`src/rtl/matmul2_pkg.sv`:
```
// Shared definitions for the 2x2 sequential matrix multiplier: FSM encoding,
// element indices and the row/column helpers used to walk the operands.
package matmul2_pkg;

    typedef enum logic [1:0] {
        StIdle,
        StCalc,
        StDone
    } state_e;

    // Element order inside a packed matrix.
    localparam logic [1:0] ElemR0C0 = 2'd0;
    localparam logic [1:0] ElemR0C1 = 2'd1;
    localparam logic [1:0] ElemR1C0 = 2'd2;
    localparam logic [1:0] ElemR1C1 = 2'd3;

    function automatic logic row_of(input logic [1:0] elem);
        return elem[1];
    endfunction

    function automatic logic col_of(input logic [1:0] elem);
        return elem[0];
    endfunction

endpackage

```
`src/rtl/sat_trunc.sv`:
```
// Reduces a wide signed accumulator to the element width, flagging values that do not fit.
// Clamps when MATMUL2_SAT_EN is defined, otherwise keeps the low bits.
module sat_trunc #(
    parameter int unsigned IN_W  = 19,
    parameter int unsigned OUT_W = 9
) (
    input  logic [IN_W-1:0]  in_val,
    output logic [OUT_W-1:0] out_val,
    output logic             ovf
);

    logic [IN_W-OUT_W:0] upper;

    // The value fits only if every bit from the output sign bit upward is identical.
    assign upper = in_val[IN_W-1:OUT_W-1];
    assign ovf   = !((&upper) || !(|upper));

`ifdef MATMUL2_SAT_EN
    always_comb begin
        out_val = in_val[OUT_W-1:0];
        if (ovf) begin
            out_val = in_val[IN_W-1] ? {1'b1, {(OUT_W-1){1'b0}}} : {1'b0, {(OUT_W-1){1'b1}}};
        end
    end
`else
    assign out_val = in_val[OUT_W-1:0];
`endif

endmodule

```
`src/rtl/matmul2_seq.sv`:
```
// Sequential 2x2 signed matrix multiply, one product per cycle on a single multiplier.
// Define MATMUL2_SAT_EN to saturate out-of-range elements instead of wrapping them.
module matmul2_seq
    import matmul2_pkg::*;
#(
    parameter int unsigned DATA_WIDTH = 8
) (
    input  logic                          clk,
    input  logic                          rst,
    input  logic                          in_valid,
    output logic                          in_ready,
    input  logic [4*(DATA_WIDTH+1)-1:0]   a_flat,
    input  logic [4*(DATA_WIDTH+1)-1:0]   b_flat,
    output logic                          out_valid,
    input  logic                          out_ready,
    output logic [4*(DATA_WIDTH+1)-1:0]   c_flat,
    output logic                          overflow
);

    localparam int unsigned W  = DATA_WIDTH + 1;
    localparam int unsigned AW = 2 * W + 1;

    state_e              state_q, state_d;
    logic [2:0]          k_q, k_d;
    logic [AW-1:0]       acc_q, acc_d;
    logic [4*W-1:0]      a_q, a_d;
    logic [4*W-1:0]      b_q, b_d;
    logic [4*W-1:0]      c_q, c_d;
    logic                ovf_q, ovf_d;

    logic [1:0]          elem;
    logic                j;
    logic [1:0]          a_idx;
    logic [1:0]          b_idx;
    logic signed [W-1:0]   a_op;
    logic signed [W-1:0]   b_op;
    logic signed [2*W-1:0] prod;
    logic [AW-1:0]       sum;
    logic [W-1:0]        red;
    logic                red_ovf;

    // k[2:1] selects the output element, k[0] the inner-product term.
    assign elem  = k_q[2:1];
    assign j     = k_q[0];
    assign a_idx = {row_of(elem), j};
    assign b_idx = {j, col_of(elem)};
    assign a_op  = a_q[int'(a_idx)*W +: W];
    assign b_op  = b_q[int'(b_idx)*W +: W];
    assign prod  = a_op * b_op;
    assign sum   = acc_q + {prod[2*W-1], prod};

    sat_trunc #(
        .IN_W  (AW),
        .OUT_W (W)
    ) u_sat_trunc (
        .in_val  (sum),
        .out_val (red),
        .ovf     (red_ovf)
    );

    always_comb begin
        state_d = state_q;
        k_d     = k_q;
        acc_d   = acc_q;
        a_d     = a_q;
        b_d     = b_q;
        c_d     = c_q;
        ovf_d   = ovf_q;
        unique case (state_q)
            StIdle: begin
                if (in_valid) begin
                    a_d     = a_flat;
                    b_d     = b_flat;
                    acc_d   = '0;
                    ovf_d   = 1'b0;
                    k_d     = 3'd0;
                    state_d = StCalc;
                end
            end
            StCalc: begin
                k_d = k_q + 3'd1;
                if (!j) begin
                    acc_d = sum;
                end else begin
                    acc_d                  = '0;
                    c_d[int'(elem)*W +: W] = red;
                    ovf_d                  = ovf_q | red_ovf;
                    if (elem == ElemR1C1) begin
                        state_d = StDone;
                    end
                end
            end
            StDone: begin
                if (out_ready) begin
                    state_d = StIdle;
                end
            end
            default: state_d = StIdle;
        endcase
    end

    always_ff @(posedge clk) begin
        if (rst) begin
            state_q <= StIdle;
            k_q     <= '0;
            acc_q   <= '0;
            a_q     <= '0;
            b_q     <= '0;
            c_q     <= '0;
            ovf_q   <= 1'b0;
        end else begin
            state_q <= state_d;
            k_q     <= k_d;
            acc_q   <= acc_d;
            a_q     <= a_d;
            b_q     <= b_d;
            c_q     <= c_d;
            ovf_q   <= ovf_d;
        end
    end

    assign in_ready  = (state_q == StIdle);
    assign out_valid = (state_q == StDone);
    assign c_flat    = c_q;
    assign overflow  = ovf_q;

endmodule

```
`config.mk`:
```
export PLATFORM = sky130hd
export DESIGN_NAME = matmul2_seq
export DESIGN_NICKNAME = d
export VERILOG_FILES = /design/src/rtl/matmul2_pkg.sv /design/src/rtl/sat_trunc.sv /design/src/rtl/matmul2_seq.sv
export SDC_FILE = /design/constraint.sdc
export NUM_CORES = 1
export LEC_CHECK = 0
export CAP_MARGIN = 20
export CORE_MARGIN = 2
export CORE_UTILIZATION = 42
export DETAILED_ROUTE_END_ITERATION = 10
export SETUP_SLACK_MARGIN = 0.2
export SLEW_MARGIN = 30
export SYNTH_ARGS = -nofsm -noshare
export SYNTH_HDL_FRONTEND = slang
export SYNTH_HIERARCHICAL = 1
export SYNTH_SLANG_ARGS = --single-unit
```
`constraint.sdc`:
```
create_clock -name clk -period 20.5 [get_ports clk]
set_input_delay 4.1 -clock clk [delete_from_list [all_inputs] [get_ports clk]]
set_output_delay 4.1 -clock clk [all_outputs]
set_load 0.03 [all_outputs]
```
# Word-level counts from Yosys, hierarchy flattened
# Cells that the tools add are included.
dict set report totals {
  ff_bits 133
  wordCells 52
}
dict set report op_classes {
  add_sub_neg 3
  mul 4
  eq_ne 7
  shifts 4
  mux 14
  bitwise_logic 1
  reduce_logical 12
}
# op count
set ops {}
lappend ops {{$shiftx 36x7->9} 2}
lappend ops {{$mux 19} 2}
lappend ops {{$pmux 19 s2} 1}
lappend ops {{$bwmux 36} 1}
lappend ops {{$shift 9x34->36 const A} 1}
lappend ops {{$shiftx 9x34->36} 1}
lappend ops {{$neg 6->34} 1}
lappend ops {{$add 19x19->19} 1}
lappend ops {{$mul 2x4->6 const B} 3}
lappend ops {{$mul 9x9->18} 1}
lappend ops {{$reduce_and 11->1} 1}
lappend ops {{$reduce_or 11->1} 1}
lappend ops {{$mux 2} 4}
lappend ops {{$ne 2x2->1 const B} 3}
lappend ops {{$pmux 2 s3} 1}
lappend ops {{$pmux 3 s2} 1}
lappend ops {{$reduce_and 2->1} 3}
lappend ops {{$eq 2x2->1 const B} 2}
lappend ops {{$reduce_and 4->1} 1}
lappend ops {{$add 3x1->3 const B} 1}
lappend ops {{$mux 3} 1}
lappend ops {{$reduce_and 3->1} 1}
lappend ops {{$eq 2x1->1 const B} 1}
lappend ops {{$logic_not 1->1} 2}
lappend ops {{other kinds (7)} 8}

# Longest topological paths before layout
# Gate-level depths: netlist (run 1).
dict set report depth {
  ltp_word 11
  ltp_mapped 35
  mapped_depth_nobuf 32
}

# Modules after synthesis
# The synthesis (run 1) kept the hierarchy.
# mod n_inst cells_each area_each_um2
set by_module_without_submodules {}
lappend by_module_without_submodules {matmul2_seq 1 1059 9006.1}
lappend by_module_without_submodules {sat_trunc 1 17 120.1}

# Worst setup path after synthesis (run 1)
# Ideal clock, no wire load.
dict set report synth_path {
  path_type {register to register}
  startpoint {register k_q[0]}
  endpoint {register ovf_q, in the netlist overflow}
  setup_ns 0.132
  arrival_time_ns 7.498
  required_time_ns 20.368
  slack_ns 12.871
  stages_incl_launch_ff 33
  n_path_buf 3
  path_cell_list {dfxtp_1 > clkbuf_1 > buf_2 > clkbuf_1 > mux4_2 > nand2_1 > inv_1 > fa_1 > inv_1 > fa_1 > inv_1 > fa_1 > fa_1 > ha_1 > ha_1 > a21oi_1 > nand2_1 > a31o_2 > a31oi_1 > xnor2_1 > ha_1 > a21oi_1 > o21ai_0 > o211ai_1 > nand3_1 > o31ai_2 > xnor3_1 > xnor2_1 > nand3_1 > nor3_1 > a31oi_1 > a21oi_1 > nor3_1}
}
dict set report synth_via {
  elab_chain_cells 11
  elab_cells_between_ends 16
  classes_between {1 x add/sub; 3 x mul; 1 x eq/ne; 2 x shift; 2 x mux; 1 x bitwise; 6 x reduce/logical}
}
# item line
set synth_lines {}
lappend synth_lines {{start: declaration} matmul2_seq.sv:24} ;# logic [2:0] k_q, k_d;
lappend synth_lines {{start signal: assignment} matmul2_seq.sv:113} ;# k_q <= k_d;
lappend synth_lines {{$mul 2x4->6 (on tied branches)} {matmul2_seq.sv:47, matmul2_seq.sv:48}}
lappend synth_lines {{$shiftx 36x7->9 (on tied branches)} {matmul2_seq.sv:47, matmul2_seq.sv:48}}
lappend synth_lines {{$mul 9x9->18 (*)} matmul2_seq.sv:49} ;# assign prod = a_op * b_op;
lappend synth_lines {{$add 19x19->19 (*)} matmul2_seq.sv:50} ;# assign sum = acc_q + {prod[2*W-1], prod};
lappend synth_lines {{named net sum[18]} matmul2_seq.sv:38} ;# logic [AW-1:0] sum;
lappend synth_lines {{$reduce_or 11->1} sat_trunc.sv:16} ;# assign ovf = !((&upper) || !(|upper));
lappend synth_lines {{$logic_not 1->1} sat_trunc.sv:16}
lappend synth_lines {{$logic_or 1x1->1 (*)} sat_trunc.sv:16}
lappend synth_lines {{$logic_not 1->1 (*)} sat_trunc.sv:16}
lappend synth_lines {{named net red_ovf} matmul2_seq.sv:40} ;# logic red_ovf;
lappend synth_lines {{$or 1x1->1 (*)} matmul2_seq.sv:87} ;# ovf_d = ovf_q | red_ovf;
lappend synth_lines {{$mux 1 (*)} matmul2_seq.sv:82} ;# if (!j) begin
lappend synth_lines {{$pmux 1 s2 (*)} matmul2_seq.sv:69} ;# unique case (state_q)
lappend synth_lines {{end signal: assignment} matmul2_seq.sv:118} ;# ovf_q <= ovf_d;
lappend synth_lines {{end: declaration} matmul2_seq.sv:29} ;# logic ovf_q, ovf_d;
# The timed path passes the listed nets; every way through them passes the cells marked *. The select of a mux whose other input is x is not followed.
# A chain may end at the register's enable or synchronous reset.

# Worst setup path after layout (run 1)
dict set report layout_path {
  startpoint {register k_q[1]}
  endpoint {register ovf_q, in the netlist overflow}
}
dict set report layout_via {
  elab_chain_cells 11
  elab_cells_between_ends 12
  classes_between {1 x add/sub; 2 x mul; 1 x shift; 2 x mux; 1 x bitwise; 5 x reduce/logical}
}
# item line
set layout_lines {}
lappend layout_lines {{$mul 2x4->6 (*)} matmul2_seq.sv:48} ;# assign b_op = b_q[int'(b_idx)*W +: W];
lappend layout_lines {{$shiftx 36x7->9 (*)} matmul2_seq.sv:48}
lappend layout_lines {{$mul 9x9->18 (*)} matmul2_seq.sv:49}
lappend layout_lines {{$add 19x19->19 (*)} matmul2_seq.sv:50}
lappend layout_lines {{named net sum[18]} matmul2_seq.sv:38}
lappend layout_lines {{$reduce_or 11->1} sat_trunc.sv:16}
lappend layout_lines {{$logic_not 1->1} sat_trunc.sv:16}
lappend layout_lines {{$logic_or 1x1->1 (*)} sat_trunc.sv:16}
lappend layout_lines {{$logic_not 1->1 (*)} sat_trunc.sv:16}
lappend layout_lines {{named net red_ovf} matmul2_seq.sv:40}
lappend layout_lines {{$or 1x1->1 (*)} matmul2_seq.sv:87}
lappend layout_lines {{$mux 1 (*)} matmul2_seq.sv:82}
lappend layout_lines {{$pmux 1 s2 (*)} matmul2_seq.sv:69}
# Marked as above.

==> results.md, run 1 <==
* Status: completed
* GRT overflow at 0
* Die Wd at 151 um
* Post-route DRC at 0
* Library cells used by synthesis at 51
* Clk buf depth at 2
* Vias in the first global route at 7398
* Fmax at 0.127 GHz
* CP max stage delay at 710 ps
* Buf+Inv Stages, Crit Path at 2
* Clock-pin slew on the worst setup and hold paths at 60 ps
* Crit path DAT at 8140 ps
* First-pass GRT wire length at 36700 um
* Vias/cell at 5.08
* Leakage Power at 0.00465 uW
* Placed cell count at 1414
* Total power at 773 uW
* DPL Wire Length at 16500 um
* # diodes at 0
* Via count at 7344
* Worst path most repeated cell: fa_1
* Chip Height at 151 um
* Crit Path Category: flip-flop to flip-flop
* RD Place Congestion at 0.888
* # hold bufs at CTS at 0
* Mapped cell area at 0.00913 mm^2
* Post-synth EDFFs at 0
* Clock Latency Late Sink at 430 ps
* CTS tree: built
* Max VDD drop at 45.0 uV
* Top FF cell, synth: dfxtp_1
* Port Buffers at 114
* Register area share after synthesis at 29.2%
* Slowest CP cell: fa_1
* Syn Area/Cell at 8.48 um^2
* Area Growth Syn to Fin at 21.1%
* Final #Nets at 1370
* Clock Tree Root: clkbuf_16
* Post-synthesis register bit count at 133
* Core Region at 0.0212 mm^2
* Worst reg2reg setup slack at 12660 ps
* Synth Instances at 1076
* Routed Antenna Nets at 0
* Non-Filler Instances at 1447
* Area of the multi-input gates at 0.00586 mm^2
* Syn nets at 1287
* CTS Sinks at 133
* Worst setup SP type: flip-flop
* Critical Path Sink Type: flip-flop
* Post-Route WL at 22000 um
* Worst slew pin tran at 922 ps
* Initial Util at 43.1%
* Starting DRT DRC Count at 403
* Largest net degree at the start of global routing at 92
* I/O Pins at 115
* Wire per inst at 15.2 um
* Max-capacitance violation count at 0
* # resized after CTS at 0
* Period utilization at 38.3%
* Rows at 53
* # setup viols final at 0
* Most common cell after layout, fill and taps aside: nand2_1
* Min-Delay Path Class: flip-flop to flip-flop
* Max_slew headroom at 38.1%
* Final Hold Viols at 0
* Setup Fix Bufs, Post-CTS at 0
* Slew Limit Fails at 0
* Power per standard cell area at 70.0 mW/mm^2
* DRT Pass-1 Iters at 5
* Yosys warns at 6
* RSZ-0062 raised after global routing: no
* Area occupied by registers at 0.00266 mm^2
* Initial antenna violation count at 0
* Layout cells sized above 1 at 6.23%
* Worst Path Required at 20790 ps
* Die ar. at 0.0229 mm^2
* # fillers at 2038
* Gr usage total at 20.4%
* Commonest non-fill, non-tap cells in the layout: nand2_1 (241), dfxtp_1 (132), a21oi_1 (130)
* Skew final at 12.8 ps
* Worst path top cell family by delay: adder cells
* Critical path fanouts, max at 19
* TNS Setup at 0 ps
* CTS buffer count at 17
* CTS H-Tree Depth at 4
* Post-synthesis async set-or-reset flop share at 0%
* Min Tclk post-route at 7850 ps
tightest hold or removal path, stage by stage (launching register included):
cell and delay (ps):
dfxtp_1 310, nand2_1 50, a21oi_1 50
state kept, by name (all words and copies together) (netlist names):
name / flops
a_q: 36
k_q: 3
state_q: 2
overflow: 1
b_q: 36
c_flat: 36
acc_q: 19
metrics by stage:
| stage | utilization (%) | setup WS [ps] | area (um^2) | hold slack (ps) |
|---|---|---|---|---|
| finish | 52.2 | 12660 | 11000 | 452 |
| global route | 52.2 | 12000 | 11000 | 471 |
| CTS | 52.1 | 12220 | 11000 | 452 |
| detailed placement | 49.3 | 12210 | 10400 | 443 |
| global placement | 49.2 | 12360 | 10400 | 439 |
| floorplan | - | 12870 | 9130 | 433 |
kinds of logic after synthesis:
group / count (synthesis) / synth area share, %
simple gates: 400 / 19.0
compound gates: 196 / 12.4
buf+inv: 155 / 6.76
fa+ha+maj: 135 / 24.3
flops: 133 / 29.2
xor+xnor: 36 / 3.61
mux: 21 / 4.70
area by class of cell:
| class | instances | area share (%) |
|---|---|---|
| Clock buffer | 18 | 3.98 |
| Tap cell | 275 | 3.11 |
| Inverter | 98 | 3.33 |
| Sequential cell | 133 | 24.1 |
| Multi-Input combinational cell | 788 | 53.0 |
| Timing Repair Buffer | 121 | 11.0 |
| Clock inverter | 14 | 1.46 |
layer usage:
metal / routed length [um] / vias to the layer above / GRT usage [%]
li1: - / 3713 / -
met1: 11000 / 3453 / 29.7
met2: 9690 / 165 / 31.3
met3: 1030 / 13 / 3.52
met4: 204 / 0 / 5.33
met5: 0 / - / 0
power breakdown:
| group | internal (uW) | total [uW] | switching, uW | leakage (uW) |
|---|---|---|---|---|
| Combinational | 76.2 | 182 | 106 | 0.00328 |
| Sequential | 270 | 277 | 6.88 | 0.00108 |
| Clock | 186 | 315 | 129 | 0.000286 |
cells in the mapped netlist, types with 8 or more instances:
library cell	n	share of area, %
buf_4	9	0.74
a21oi_1	130	7.1
mux4_2	17	4.2
o21ai_0	12	0.66
ha_1	64	8.8
nand3_1	42	2.3
a22oi_1	17	1.4
nor2_1	43	1.8
dfxtp_1	133	29
clkbuf_1	45	1.9
fa_1	71	16
inv_1	98	4.0
xor2_1	8	0.77
and2_1	40	2.7
xnor2_1	27	2.6
nor2b_1	8	0.55
nand2_1	242	10
path summary, 6_finish.rpt:
| check | start | end | cells after the start |
|---|---|---|---|
| worst max-delay path | k_q[1] | overflow | 28 |
| worst min-delay path | c_flat[3] | c_flat[3] | 2 |
| worst max register to register | k_q[1] | overflow | 28 |
| worst min register to register | c_flat[3] | c_flat[3] | 2 |
(Power assumes the default switching activity.)
==> run 2, diff against run 1 <==
Clock period 20.5 ns to 7.7 ns, I/O delays scaled along.
==> run 2 against run 1 <==
Compared with the run above: setup slack got worse by 12000 ps; global-route usage rose by 0.13 points; highest routed layer unchanged; critical path type unchanged; sequential power rose to 2.7 times the previous value; largest cell class unchanged; cell area rose by 1.9%; critical endpoint unchanged.
==> results.md, run 2 (synthesis gave the netlist of run 1 again) <==
* Status: completed
* DP Worst Slack at 112 ps (-12100 ps)
* Clock Tree Root: clkbuf_16
* # hold bufs at CTS at 0 (unchanged)
* Most common cell after layout, fill and taps aside: nand2_1
* Critical Path Sink Type: flip-flop
* Crit path DAT at 7430 ps (-710 ps)
* Post-route DRC at 0 (unchanged)
* Port Buffers at 114 (unchanged)
* DRT Pass-1 Iters at 5 (unchanged)
* Initial antenna violation count at 0 (unchanged)
* Met2 Wirelength at 10300 um (+6.0%)
* Rows at 53 (unchanged)
* Total power at 2080 uW (+170%)
* CTS tree: built
* Crit Path Category: flip-flop to flip-flop
* I/O Pins at 115 (unchanged)
* Clock-pin slew on the worst setup and hold paths at 60 ps (about the same)
* Met1 WL at 11200 um (+1.9%)
* Die ar. at 0.0229 mm^2 (unchanged)
* Worst slew pin tran at 928 ps (+5.97 ps)
* Max_slew headroom at 37.7% (-0.40 points)
* GRT overflow at 0 (unchanged)
* Worst path most repeated cell: fa_1
* Worst setup SP type: flip-flop
* Setup WS post-layout at 562 ps (-12090 ps)
* RD Place Congestion at 0.853 (-4.0%)
* Top sig layer: met4
* Power per standard cell area at 184 mW/mm^2 (+160%)
* Post-Route WL at 22900 um (+4.2%)
* Skew final at 21.9 ps (+9.08 ps)
* Leakage Power at 0.00476 uW (+2.2%)
* CTS H-Tree Depth at 4 (unchanged)
* RSZ-0062 raised after global routing: no
* Via count at 7562 (+3.0%)
* Max VDD drop at 108 uV (+140%)
* Clock Latency Late Sink at 420 ps (about the same)
* DPL Wire Length at 17100 um (+3.3%)
* Vias in the first global route at 7380 (-0.24%)
* Core Region at 0.0212 mm^2 (unchanged)
* Final Hold Viols at 0 (unchanged)
* Fmax at 0.140 GHz (+9.9%)
* DP Area at 0.0105 mm^2 (+0.86%)
* Slowest CP cell: mux4_2
* Initial Util at 43.1% (unchanged)
* First-pass GRT wire length at 36800 um (+0.47%)
* Chip Height at 151 um (unchanged)
* Final #Nets at 1390 (+1.5%)
* Period utilization at 92.7% (+54 points)
* Post-Layout Inst Area at 0.0113 mm^2 (+1.9%)
* Area Growth Syn to Fin at 23.4%
* Slew Limit Fails at 0 (unchanged)
* Starting DRT DRC Count at 431 (+6.9%)
* Met3 WL at 984 um (-4.6%)
* Routed Antenna Nets at 0 (unchanged)
* CTS buffer count at 17 (unchanged)
* Gr usage total at 20.5% (+0.13 points)
* Worst Path Required at 7990 ps (-12800 ps)
* # setup viols final at 0 (unchanged)
* Critical path fanouts, max at 11 (-8)
* CP max stage delay at 610 ps (-100 ps)
* Die Wd at 151 um (unchanged)
* Clk buf depth at 2 (unchanged)
* # diodes at 0 (unchanged)
* Min-Delay Path Class: flip-flop to flip-flop
* Min Tclk post-route at 7140 ps (-707 ps)
* CTS Sinks at 133 (unchanged)
* Vias/cell at 5.15 (+1.6%)
* Wire per inst at 15.6 um (+2.7%)
* Commonest non-fill, non-tap cells in the layout: nand2_1 (240), dfxtp_1 (130), a21oi_1 (125)
* Max-capacitance violation count at 0 (unchanged)
* TNS Setup at 0 ps (unchanged)
* Layout cells sized above 1 at 9.06% (+2.8 points)
* Largest net degree at the start of global routing at 96 (+4.3%)
-- run 2: cell types whose count changed in the layout (fill, tap and decap cells not counted), moves of 2 or more --
cell | previous run | this run
a21oi_1 | 130 | 125
a21oi_2 | 1 | 6
buf_4 | 7 | 25
buf_6 | 0 | 2
clkinvlp_4 | 3 | 1
dfxtp_1 | 132 | 130
dfxtp_4 | 0 | 2
ha_1 | 64 | 60
ha_2 | 0 | 2
ha_4 | 0 | 2
-- run 2: worst max-delay path: cells and delay by family (launching register included) --
family / cells / cell delay [ps]
AO/OA/AOI/OAI: 7 / 940
AND/OR/NAND/NOR: 9 / 980
adder cells (fa/ha/maj): 7 / 3210
flip-flops: 1 / 440
XOR/XNOR: 3 / 610
buffers and inverters: 2 / 210
multiplexers: 1 / 610
-- run 2: metal layers --
layer	track usage (%)	vias up
met5	0	-
met4	5.65	0
met3	2.74	21
met2	31.2	177
met1	30.5	3608
li1	-	3756
-- run 2: through the flow --
step / hold WS [ps] / cells / util, %
2_1_floorplan: 433 / 1076 / -
3_3_place_gp: 438 / 1426 / 49.7
3_5_place_dp: 443 / 1426 / 49.7
4_1_cts: 451 / 1458 / 52.5
5_1_grt: 476 / 1467 / 53.2
6_report: 452 / 1467 / 53.2
-- run 2: worst paths after layout --
kind / slack [ps] / cells after the start / startpoint / endpoint
hold / removal: 450 / 2 / a_q[26] / a_q[26]
setup / recovery: 560 / 29 / k_q[1] / overflow
hold reg to reg: 450 / 2 / a_q[26] / a_q[26]
setup reg to reg: 560 / 29 / k_q[1] / overflow
-- run 2: timing repair --
action	4_1_cts	5_1_grt
pin swaps	0	4
resized for setup	2	20
setup endpoints to repair	1	2
gates cloned	0	1
buffers inserted	0	8
-- run 2: final cells by class --
| class | instances | area [um^2] |
|---|---|---|
| multi-input cells | 789 | 5950 |
| well taps | 275 | 344 |
| repair buffers | 140 | 1340 |
| fillers | 1974 | 9890 |
| inverters | 98 | 368 |
| clock inverters | 14 | 160 |
| clock buffers | 18 | 429 |
| flip-flops and latches | 133 | 2670 |
-- run 2: where the power goes --
part / total (uW) / switching (uW) / internal (uW)
clock: 825 / 339 / 486
sequential: 739 / 21.4 / 718
combinational: 513 / 291 / 222
==> run 3, diff against run 2 <==
Settings changed: SKIP_CTS_REPAIR_TIMING set to 1.
==> results of run 3 <==
Final layout, timing and power as in run 2 (identical DEF).
